**src/rtl/elevator_sequencer.sv**
```systemverilog
// Single-car elevator controller: latches floor calls, picks a SCAN direction and
// times each move / door dwell with the shared seconds timer.
module elevator_sequencer #(
    parameter int unsigned N_FLOORS   = 4,
    parameter int unsigned FLOOR_W    = 2,
    parameter int unsigned TRAVEL_SEC = 2,
    parameter int unsigned DOOR_SEC   = 3
) (
    input  logic                clk,
    input  logic                reseta,
    input  logic [N_FLOORS-1:0] floor_req,
    input  logic                tmr_done,
    input  logic [3:0]          tmr_sec,
    output logic                tmr_clr,
    output logic [FLOOR_W-1:0]  cur_floor,
    output logic                motor_up,
    output logic                motor_down,
    output logic                door_open,
    output logic [N_FLOORS-1:0] pending,
    output logic                busy
);

    typedef enum logic [1:0] {StIdle, StClr, StMove, StOpen} state_e;

    state_e               state_q, state_d;
    logic                 nxt_open_q, nxt_open_d;
    logic                 dir_up_q, dir_up_d;
    logic [FLOOR_W-1:0]   cur_floor_q, cur_floor_d;
    logic [N_FLOORS-1:0]  pending_q, pending_d;
    logic                 calls_above, calls_below;
    logic                 calls_ahead, calls_behind;

    always_comb begin
        calls_above = 1'b0;
        calls_below = 1'b0;
        for (int i = 0; i < int'(N_FLOORS); i++) begin
            if (pending_q[i] && (i > int'(cur_floor_q))) calls_above = 1'b1;
            if (pending_q[i] && (i < int'(cur_floor_q))) calls_below = 1'b1;
        end
    end

    assign calls_ahead  = dir_up_q ? calls_above : calls_below;
    assign calls_behind = dir_up_q ? calls_below : calls_above;

    always_comb begin
        state_d     = state_q;
        nxt_open_d  = nxt_open_q;
        dir_up_d    = dir_up_q;
        cur_floor_d = cur_floor_q;
        unique case (state_q)
            StIdle: begin
                if (pending_q[cur_floor_q]) begin
                    nxt_open_d = 1'b1;
                    state_d    = StClr;
                end else if (calls_ahead) begin
                    nxt_open_d = 1'b0;
                    state_d    = StClr;
                end else if (calls_behind) begin
                    dir_up_d   = ~dir_up_q;
                    nxt_open_d = 1'b0;
                    state_d    = StClr;
                end
            end
            StClr: begin
                if (tmr_done) state_d = nxt_open_q ? StOpen : StMove;
            end
            StMove: begin
                if (tmr_sec == 4'(TRAVEL_SEC)) begin
                    cur_floor_d = dir_up_q ? cur_floor_q + FLOOR_W'(1)
                                           : cur_floor_q - FLOOR_W'(1);
                    state_d     = StIdle;
                end
            end
            StOpen: begin
                if (tmr_sec == 4'(DOOR_SEC)) state_d = StIdle;
            end
            default: state_d = StIdle;
        endcase

        // A call for the floor whose door is (or is about to be) open is already served.
        pending_d = pending_q | floor_req;
        if ((state_q == StOpen) || (state_d == StOpen)) pending_d[cur_floor_q] = 1'b0;
    end

    always_ff @(posedge clk or negedge reseta) begin
        if (!reseta) begin
            state_q     <= StIdle;
            nxt_open_q  <= 1'b0;
            dir_up_q    <= 1'b1;
            cur_floor_q <= '0;
            pending_q   <= '0;
        end else begin
            state_q     <= state_d;
            nxt_open_q  <= nxt_open_d;
            dir_up_q    <= dir_up_d;
            cur_floor_q <= cur_floor_d;
            pending_q   <= pending_d;
        end
    end

    assign tmr_clr    = (state_q == StClr);
    assign motor_up   = (state_q == StMove) && dir_up_q;
    assign motor_down = (state_q == StMove) && !dir_up_q;
    assign door_open  = (state_q == StOpen);
    assign busy       = (state_q != StIdle);
    assign cur_floor  = cur_floor_q;
    assign pending    = pending_q;

endmodule

```
**config.mk**
```make
export PLATFORM = sky130hd
export DESIGN_NAME = elevator_sequencer
export DESIGN_NICKNAME = d
export VERILOG_FILES = /design/src/rtl/elevator_sequencer.sv
export SDC_FILE = /design/constraint.sdc
export NUM_CORES = 1
export LEC_CHECK = 0
export ABC_AREA = 1
export CORE_AREA = 2 2 42 44
export CTS_CLUSTER_DIAMETER = 150
export DETAILED_ROUTE_END_ITERATION = 10
export DIE_AREA = 0 0 44 46
export GPL_ROUTABILITY_DRIVEN = 0
export HOLD_SLACK_MARGIN = 0.06
export PLACE_DENSITY = 0.79
export SYNTH_ARGS = -nofsm -noshare
export SYNTH_HDL_FRONTEND = slang
export SYNTH_SLANG_ARGS = --single-unit
```
**constraint.sdc**
```tcl
create_clock -name clk -period 2.3 [get_ports clk]
set_clock_uncertainty 0.05 [all_clocks]
set_input_delay 0.46 -clock clk [delete_from_list [all_inputs] [get_ports clk]]
set_output_delay 0.46 -clock clk [all_outputs]
set_load 0.005 [all_outputs]
```
## Word-level counts from Yosys, hierarchy flattened

Index checks and enable logic that the tools add are counted.

- $add $sub $neg: 2
- Multipliers: 0
- Div/mod/pow operators: 0
- Order comparisons: 8
- Equality and inequality tests: 6
- Shifts and indexed selects: 0
- Mux-type cells: 25
- Bitwise operators: 6
- Reduce and logical (&&, ||, !) cells: 17

Operators by type and width:

| operator | count |
|---|---|
| $mux W1 | 14 |
| $mux W2 | 7 |
| $logic_and A1 B1 Y1 | 9 |
| $eq A4 B2 Y1 const B | 2 |
| $pmux W2 S4 | 1 |
| $eq A2 B2 Y1 const B | 3 |
| $and A4 B4 Y4 | 1 |
| $gt A2 B2 Y1 const A | 2 |
| $lt A1 B2 Y1 const A | 2 |
| $mux W4 | 1 |
| $not A4 Y4 | 1 |
| $or A4 B4 Y4 | 1 |
| $reduce_and A2 Y1 | 2 |
| $reduce_and A4 Y1 | 1 |
| $lt A2 B3 Y1 const B | 1 |
| $not A1 Y1 | 3 |
| $reduce_bool A3 Y1 | 1 |
| $add A2 B1 Y2 const B | 1 |
| $bmux W1 S2 | 1 |
| $demux W1 S2 | 1 |
| $eq A2 B1 Y1 const B | 1 |
| $ge A2 B1 Y1 const B | 1 |
| $gt A1 B2 Y1 const A | 1 |
| $logic_not A2 Y1 | 1 |
| 5 further kinds | 5 |

- Register bits after elaboration: 10
- Latch bits: 0
- Bits in writable memories: 0
- Bits in read-only memories: 0
- Input port bits: 11
- Output and inout port bits: 11
- Logic and storage cells: 69
- Memories kept: 0

## Logic depth before layout (Yosys ltp)

Gate-level depths: netlist (run 1).

- Depth after elaboration: 13
- Mapped depth: 10
- Gate-level depth less buffers: 10

## Worst setup path after synthesis (run 1)

No wires, ideal clock.

- Path type: reg2reg
- Start: reg cur_floor_q[1] (netlist: cur_floor[1])
- End: reg nxt_open_q
- Library setup time: 0.118 ns
- Arrival: 1.296 ns
- Data required time: 2.132 ns
- Slack: 0.837 ns
- Cell stages (with the launch flop): 11
- Path buffers: 0
- Period minus slack after synthesis: 1.463 ns
- Cell sequence: dfrtp_1 inv_1 ha_1 inv_1 nand3_1 nand3_1 nand2_1 nand3_2 nand2_1 nand3_1 nand2_1

- Word-level cells in the longest chain between the ends: 8
- Elaborated cells between the ends (all ways): 26
- Classes of those cells: order compare (6); mux (12); reduce/logical (8)

RTL lines:

| what | line | source |
|---|---|---|
| start: declaration | 28 | `logic [FLOOR_W-1:0] cur_floor_q, cur_floor_d;` |
| start signal: assignment | 96 | `cur_floor_q <= cur_floor_d;` |
| $lt A1 B2 Y1 or $gt A1 B2 Y1 (tied branches) | 38, 37 |  |
| $logic_and A1 B1 Y1, on equally long branches | 38, 37 |  |
| $mux W1, on equally long branches (3 in a row) | 38, 37 |  |
| $mux W1, on equally long branches | 42, 43 |  |
| $reduce_bool A3 Y1 (no source line) or $mux W1 (tied branches) | -- |  |
| $reduce_and A2 Y1 (no source line) or $mux W1 (tied branches) | -- |  |
| end signal: assignment | 94 | `nxt_open_q <= nxt_open_d;` |
| end: declaration | 26 | `logic nxt_open_q, nxt_open_d;` |

Several ways; a longest one is shown, not always the timed one. The select of a mux whose other input is x is not followed.
A chain may end at the register's enable or synchronous reset.

## Worst setup path in the final report (run 1)

- Start: reg dir_up_q
- End: out motor_up

- Word-level cells in the longest chain between the ends: 1

RTL lines:

| what | line | source |
|---|---|---|
| start: declaration | 27 | `logic dir_up_q, dir_up_d;` |
| start signal: assignment | 95 | `dir_up_q <= dir_up_d;` |
| $logic_and A1 B1 Y1 | 102 | `assign motor_up = (state_q == StMove) && dir_up_q;` |
| end: declaration | 16 | `output logic motor_up,` |

No other way between the ends.

==> impl_metrics.tcl, run 1 <==
set metrics [dict create \
    drt-pass1-iter-count 4 \
    synth_area_um2 716 \
    dpl_worst_slack_ns 0.537 \
    grt_max_degree 11 \
    wl_mm 1.57 \
    die_area_um2 2020 \
    core-area_um2 1610 \
    ys_seq_elements 10 \
    drive_above_1_share_pct 22.4 \
    worstHoldPathCells 2 \
    n_antenna_cell 0 \
    port_buffers 21 \
    hold_viol 0 \
    postRouteAntennaNets 0 \
    ys_warn_count 0 \
    syn-num-nets 108 \
    synth_top_cells_by_area "dfrtp_1 31%, ha_1 10%, nand2_1 10%" \
    crit_path_max_fanout 6 \
    setup_slack_ns 0.252 \
    yosysMostFrequentCell "nand2_1" \
    critPathKind "reg2out" \
    cts_inserted_buffers 3 \
    final_area_um2 973 \
    finalCritPeriodShare_pct 89.0 \
    ys.flop_type "dfrtp_1" \
    rr_startpoint "cur_floor[1]" \
    ctsResizeCount 0 \
    status "finished clean" \
    r2r_setup_slack_ns 0.62 \
    ys_seq_area_share_pct 35.1 \
    cp-start-kind "register" \
    netlist_top_cells_count "19 x nand2_1, 11 x nor2_1, 9 x dfrtp_1, 9 x inv_1" \
    antenna_found_initial 0 \
    cts_tree "yes" \
    slew_viol_final 0 \
    fin_nets 134 \
    yosys.cell_types.count 18 \
    area_growth_syn_to_layout_pct 36.0 \
    viasPerCell 4.86 \
    grt_usage_pct 17.5 \
    fin_tns_setup_ns 0 \
    synth_top_area_share_pct 31.5 \
    htreeDepth 1 \
    vias 647 \
    overflow 0 \
    initial_core_util_pct 44.3 \
    hpwl_mm 1.28 \
    io_pins 22 \
    rsz0062_at_grt "no" \
    die_w_um 44 \
    fp.dieH_um 46 \
    reg2regPathDepth 10 \
    setup_viol 0 \
    max_cap_violations 0 \
    p_per_area_nw_per_um2 1360 \
    synthesis.instances 91 \
    placed_cell_area_um2 947 \
    end_kind "output pin" \
    clk_path_buf_depth 2 \
    relSlewSlack_pct 67.6 \
    final_util_pct 60.3 \
    cts_num_sinks 10 \
    critical_path_arrival_ns 1.54 \
    avgSynthCellArea_um2 7.86 \
    holdCritStartpoint "nxt_open_q" \
    async_reset_ff_share_pct 100 \
    post_cts_buffers 0 \
    ir_drop_mv 0.578 \
    cts_root_buf "clkbuf_4" \
    grt_pass1_vias 583 \
    leakage_nw 0.453 \
    worstPathRequired_ns 1.79 \
    num_rows 15 \
    clkTransAtPathRegs_ns 0.07 \
    insertion_delay_ns 0.26 \
    cts_hold_buf 0 \
    min_period_ns 2.05 \
    drc 0 \
    wire_per_inst_um 11.8 \
    hold_path_end "nxt_open_q" \
    synth_edf_count 0 \
    timing.rr.end "nxt_open_q" \
    worstMarginPinSlew_ns 0.485 \
    holdCritPathClass "reg2reg" \
    drt_iter0_markers 8 \
    fin_cells 133 \
    yosysTopAreaCell "dfrtp_1" \
    placed_cells 129 \
    grt_pass1_wl_mm 2.57 \
    fmax_ghz 0.488 \
]
final cells by class:
cell class / instances / area, µm²
multi-input cells: 68 / 415
clock buffers: 4 / 26.3
repair buffers: 21 / 210
well taps: 17 / 21.3
fillers: 146 / 641
flip-flops and latches: 10 / 251
inverters: 13 / 48.8
power breakdown:
| group | leakage (nW) | switching (mW) | internal [mW] | total (mW) |
|---|---|---|---|---|
| Clock | 0.0150 | 0.0617 | 0.0669 | 0.129 |
| Sequential | 0.109 | 0.117 | 0.263 | 0.380 |
| Combinational | 0.329 | 0.432 | 0.381 | 0.813 |
| Total | 0.453 | 0.610 | 0.711 | 1.32 |
through the flow:
stage	hold WS, ns	power (mW)
floorplan	0.114	0.894
global placement	0.443	1.18
detailed placement	0.446	1.19
CTS	0.462	1.33
global route	0.497	1.45
finish	0.458	1.32
flip-flops by register name (all words and copies together) (netlist names):
signal      flops
pending         4
cur_floor       2
state_q         2
dir_up_q        1
nxt_open_q      1
layer usage:
metal	global-route usage (%)	vias to the layer above	part of all wire (%)
met5	0	-	0
met4	5.45	0	1.1
met3	2.38	2	3.2
met2	27.6	17	48
met1	24.5	289	48
li1	-	339	-
critical path, stage by stage, from the launching register on:
cell             delay (ns)
dfstp_2                0.59
inv_1                  0.09
nor2_1                 0.10
clkdlybuf4s50_1        0.50
logic make-up after synthesis:
group                      synth area share [%]
and+or+nand+nor                            38.1
buffers and inverters                      6.82
DFF                                        35.1
AOI/OAI and AO/OA                          6.99
adders and majority gates                  10.5
xor gates and xnor gates                   2.45
cell usage in the layout (no fill, tap or decap), types with 2 or more instances in the layout:
cell type and count:
nand2_2 5, nand3_1 6, ha_1 6, inv_2 4, inv_1 9, o21ai_1 2
a21oi_2 4, clkdlybuf4s50_1 21, nand3_2 5, dfrtp_1 9, clkbuf_4 3, nor2_1 11
nor2_2 3, nand2_1 19, nand4_1 3
worst max path at each step:
stage            startpoint  cells after the start  slack (ns)         end
6_report           dir_up_q                      3        0.25    motor_up
5_1_grt          state_q[1]                      5        0.15  motor_down
4_1_cts            dir_up_q                      3        0.25    motor_up
3_5_place_dp       dir_up_q                      3        0.54    motor_up
3_3_place_gp       dir_up_q                      3        0.57    motor_up
2_1_floorplan  cur_floor[1]                     10        0.84  nxt_open_q
(Power assumes the default switching activity.)
==> run 2: changes to the inputs <==
--- a/config.mk
+++ b/config.mk
@@ -13,6 +13,7 @@
 export GPL_ROUTABILITY_DRIVEN = 0
 export HOLD_SLACK_MARGIN = 0.06
 export PLACE_DENSITY = 0.79
+export SKIP_CTS_REPAIR_TIMING = 1
 export SYNTH_ARGS = -nofsm -noshare
 export SYNTH_HDL_FRONTEND = slang
 export SYNTH_SLANG_ARGS = --single-unit
==> results of run 2 <==
Same layout as run 1: the final DEF is identical, and so are final timing and power.
==> variant (flow settings as in run 1) <==
Register the outputs `tmr_clr`, `motor_up`, `motor_down`, `door_open` and `busy`, with the module's reset; this adds one clock of latency there. The other outputs are not delayed to match.
--- a/src/rtl/elevator_sequencer.sv
+++ b/src/rtl/elevator_sequencer.sv
@@ -98,11 +98,21 @@
         end
     end
 
-    assign tmr_clr    = (state_q == StClr);
-    assign motor_up   = (state_q == StMove) && dir_up_q;
-    assign motor_down = (state_q == StMove) && !dir_up_q;
-    assign door_open  = (state_q == StOpen);
-    assign busy       = (state_q != StIdle);
+    always_ff @(posedge clk or negedge reseta) begin
+        if (!reseta) begin
+            tmr_clr    <= '0;
+            motor_up   <= '0;
+            motor_down <= '0;
+            door_open  <= '0;
+            busy       <= '0;
+        end else begin
+            tmr_clr    <= (state_q == StClr);
+            motor_up   <= (state_q == StMove) && dir_up_q;
+            motor_down <= (state_q == StMove) && !dir_up_q;
+            door_open  <= (state_q == StOpen);
+            busy       <= (state_q != StIdle);
+        end
+    end
     assign cur_floor  = cur_floor_q;
     assign pending    = pending_q;
 
Check against the original RTL: not equivalent (a bounded check fails within 4 cycles, from zero or initial values and one cycle with reseta low).
==> variant against run 1 <==
Final cell count grew 3.8%. Worst setup slack gained 0.16 ns. Highest routed layer unchanged. Power up 10%. Sequential cell count rose by 5. Core utilization increased by 7.8 points. Critical path type unchanged. Final area grew 13%. Combinational power shrank 2.5%. Routed wire length is 9.2% higher. Synthesized area grew 17%. Critical endpoint is now cur_floor[0]. Synthesized cell count rose by 5.5%. Non-clock buffer count unchanged. Clock power increased by 12%.
==> variant: results (changes against run 1) <==
- Status: finished clean
* Start point of the worst hold path: nxt_open_q$_DFFE_PN0P_
- Max rail drop VDD: 0.784 mV (+36%)
- By count the netlist is led by sky130_fd_sc_hd__nand2_1 (19), sky130_fd_sc_hd__dfrtp_1 (14), sky130_fd_sc_hd__nor2_1 (11).
- Worst hold endpoint: nxt_open_q$_DFFE_PN0P_
- The share of flip-flops with an asynchronous set or reset after synthesis was 100% (unchanged).
- Vias in the first global route: 743 (+27%)
- The number of buffers added by the clock tree synthesis step was 3 (unchanged).
- The switching power was 0.629 mW (+3.1%).
- The total length of routed wires is 1.72 mm (+9.2%).
* Actual transition at the worst max-transition pin: 0.667 ns (+0.183 ns)
- NonClk Buf Share: 19.1% (-2.5 points)
* Flip-flop and latch area: 377 um^2 (+50%)
* Setup Buffers After CTS: 0 (unchanged)
* Inverters, non-clock: 13 (unchanged)
- The number of buffers outside the clock class in the layout was 21 (unchanged).
- Slowest-stage cell, CP: sky130_fd_sc_hd__clkdlybuf4s50_1
* Placed Cells: 134 (+3.9%)
- The sequential cell power was 0.518 mW (+36%).
- The clock tree cell share of total cell area came to 2.39% (-0.31 points).
* Max Buffers Root-to-Sink: 2 (unchanged)
- Maximum fanout encountered on the critical timing path: 8 (+2)
* Clk slew on worst S/H paths: 0.09 ns (+0.02 ns)
- The wire length of the first global-routing pass was 2.95 mm (+15%).
- Maximum number of pins on one net before global-route repair: 16 (+5)
* Portion of the post-synthesis area used by sequential elements: 44.8% (+9.7 points)
- The total placed instance area was 1070 um^2 (+13%).
- The worst path arrival time was 1.38 ns (-0.16 ns).
- Standby leakage power: 0.516 nW (+14%)
- Cells after Synth: 96 (+5.5%)
* Global-route usage over all layers: 20.6% (+3.1 points)
- Worst R2R End: nxt_open_q$_DFFE_PN0P_
* Number of filler instances in the final layout: 140 (-4.1%)
- Fraction of final layout cells sized beyond drive strength 1: 21.5% (-0.93 points)
- The share of the synthesized area in compound gates (AO/OA/AOI/OAI) came to 5.95% (-1.0 points).
- The net count after synthesis came to 113 (+4.6%).
- In this design, the largest share of critical-path delay is due to buffers and inverters.
* Biggest area contributors in the synthesized netlist: sky130_fd_sc_hd__dfrtp_1 (42%), sky130_fd_sc_hd__ha_1 (8.9%), sky130_fd_sc_hd__nand2_1 (8.5%)
* Multi-input combinational area share: 37.8% (-4.9 points)
- Non-filler instance count after layout: 138 (+3.8%)
- The setup slack of the worst register-to-register path was 0.59 ns (-0.03 ns).
* Post-synth top flop: sky130_fd_sc_hd__dfrtp_1
- Post-synthesis share of cell area spent on xor and xnor gates: 2.08% (-0.36 points)
- The largest incremental delay on the critical path came to 0.57 ns (-0.02 ns).
* Total number of vias: 709 (+9.6%)
- The portion of total power attributed to the clock network is 9.9% (+0.2 points).
- Clk_buf instances: 4 (unchanged)
- CTS sink cnt: 15 (+5)
- The DRC violations left is 0 (unchanged).
- The estimated wirelength of the detail-placed design is 1.36 mm (+6.8%).
* Adder and majority cell fraction of the synthesized area: 8.93% (-1.6 points)
- Mux contribution to synthesized area: 0% (unchanged)
-- variant: cell count changes in the layout (fill, tap and decap cells not counted) --
cell / delta
sky130_fd_sc_hd__dfrtp_1: +5
-- variant: per-stage QoR --
stage / hold WS [ns] / setup slack (ns) / util, % / power [mW]
floorplan: 0.114 / 0.834 / - / 1.02
global placement: 0.451 / 0.619 / 66.4 / 1.30
detailed placement: 0.450 / 0.581 / 66.4 / 1.32
CTS: 0.470 / 0.406 / 68.1 / 1.48
global route: 0.497 / 0.353 / 68.1 / 1.59
finish: 0.469 / 0.410 / 68.1 / 1.45
-- variant: worst max-delay path by stage --
| stage | startpoint | endpoint | cells past startpoint | slack [ns] |
|---|---|---|---|---|
| 6_report | cur_floor[0]$_DFFE_PN0P_ | cur_floor[0] | 1 | 0.41 |
| 5_1_grt | cur_floor[1]$_DFFE_PN0P_ | cur_floor[1] | 1 | 0.35 |
| 4_1_cts | cur_floor[1]$_DFFE_PN0P_ | cur_floor[1] | 1 | 0.41 |
| 3_5_place_dp | tmr_sec[3] | pending[3]$_DFF_PN0_ | 8 | 0.58 |
| 3_3_place_gp | tmr_sec[1] | pending[3]$_DFF_PN0_ | 9 | 0.62 |
| 2_1_floorplan | cur_floor[1]$_DFFE_PN0P_ | nxt_open_q$_DFFE_PN0P_ | 10 | 0.83 |
-- variant: routing by layer --
metal	vias to the layer above	GRT usage (%)	share of wire, %
li1	353	-	-
met4	0	9.09	1.0
met1	335	23.3	42
met2	19	38.2	52
met5	-	0	0
met3	2	2.78	4.6
-- variant: logic make-up (layout without fill, tap and decap cells) --
family / count (synthesis) / count (layout)
compound gates: 7 / 7
flops: 15 / 15
buf+inv: 13 / 38
fa+ha+maj: 6 / 6
xor+xnor: 2 / 2
simple gates: 53 / 53
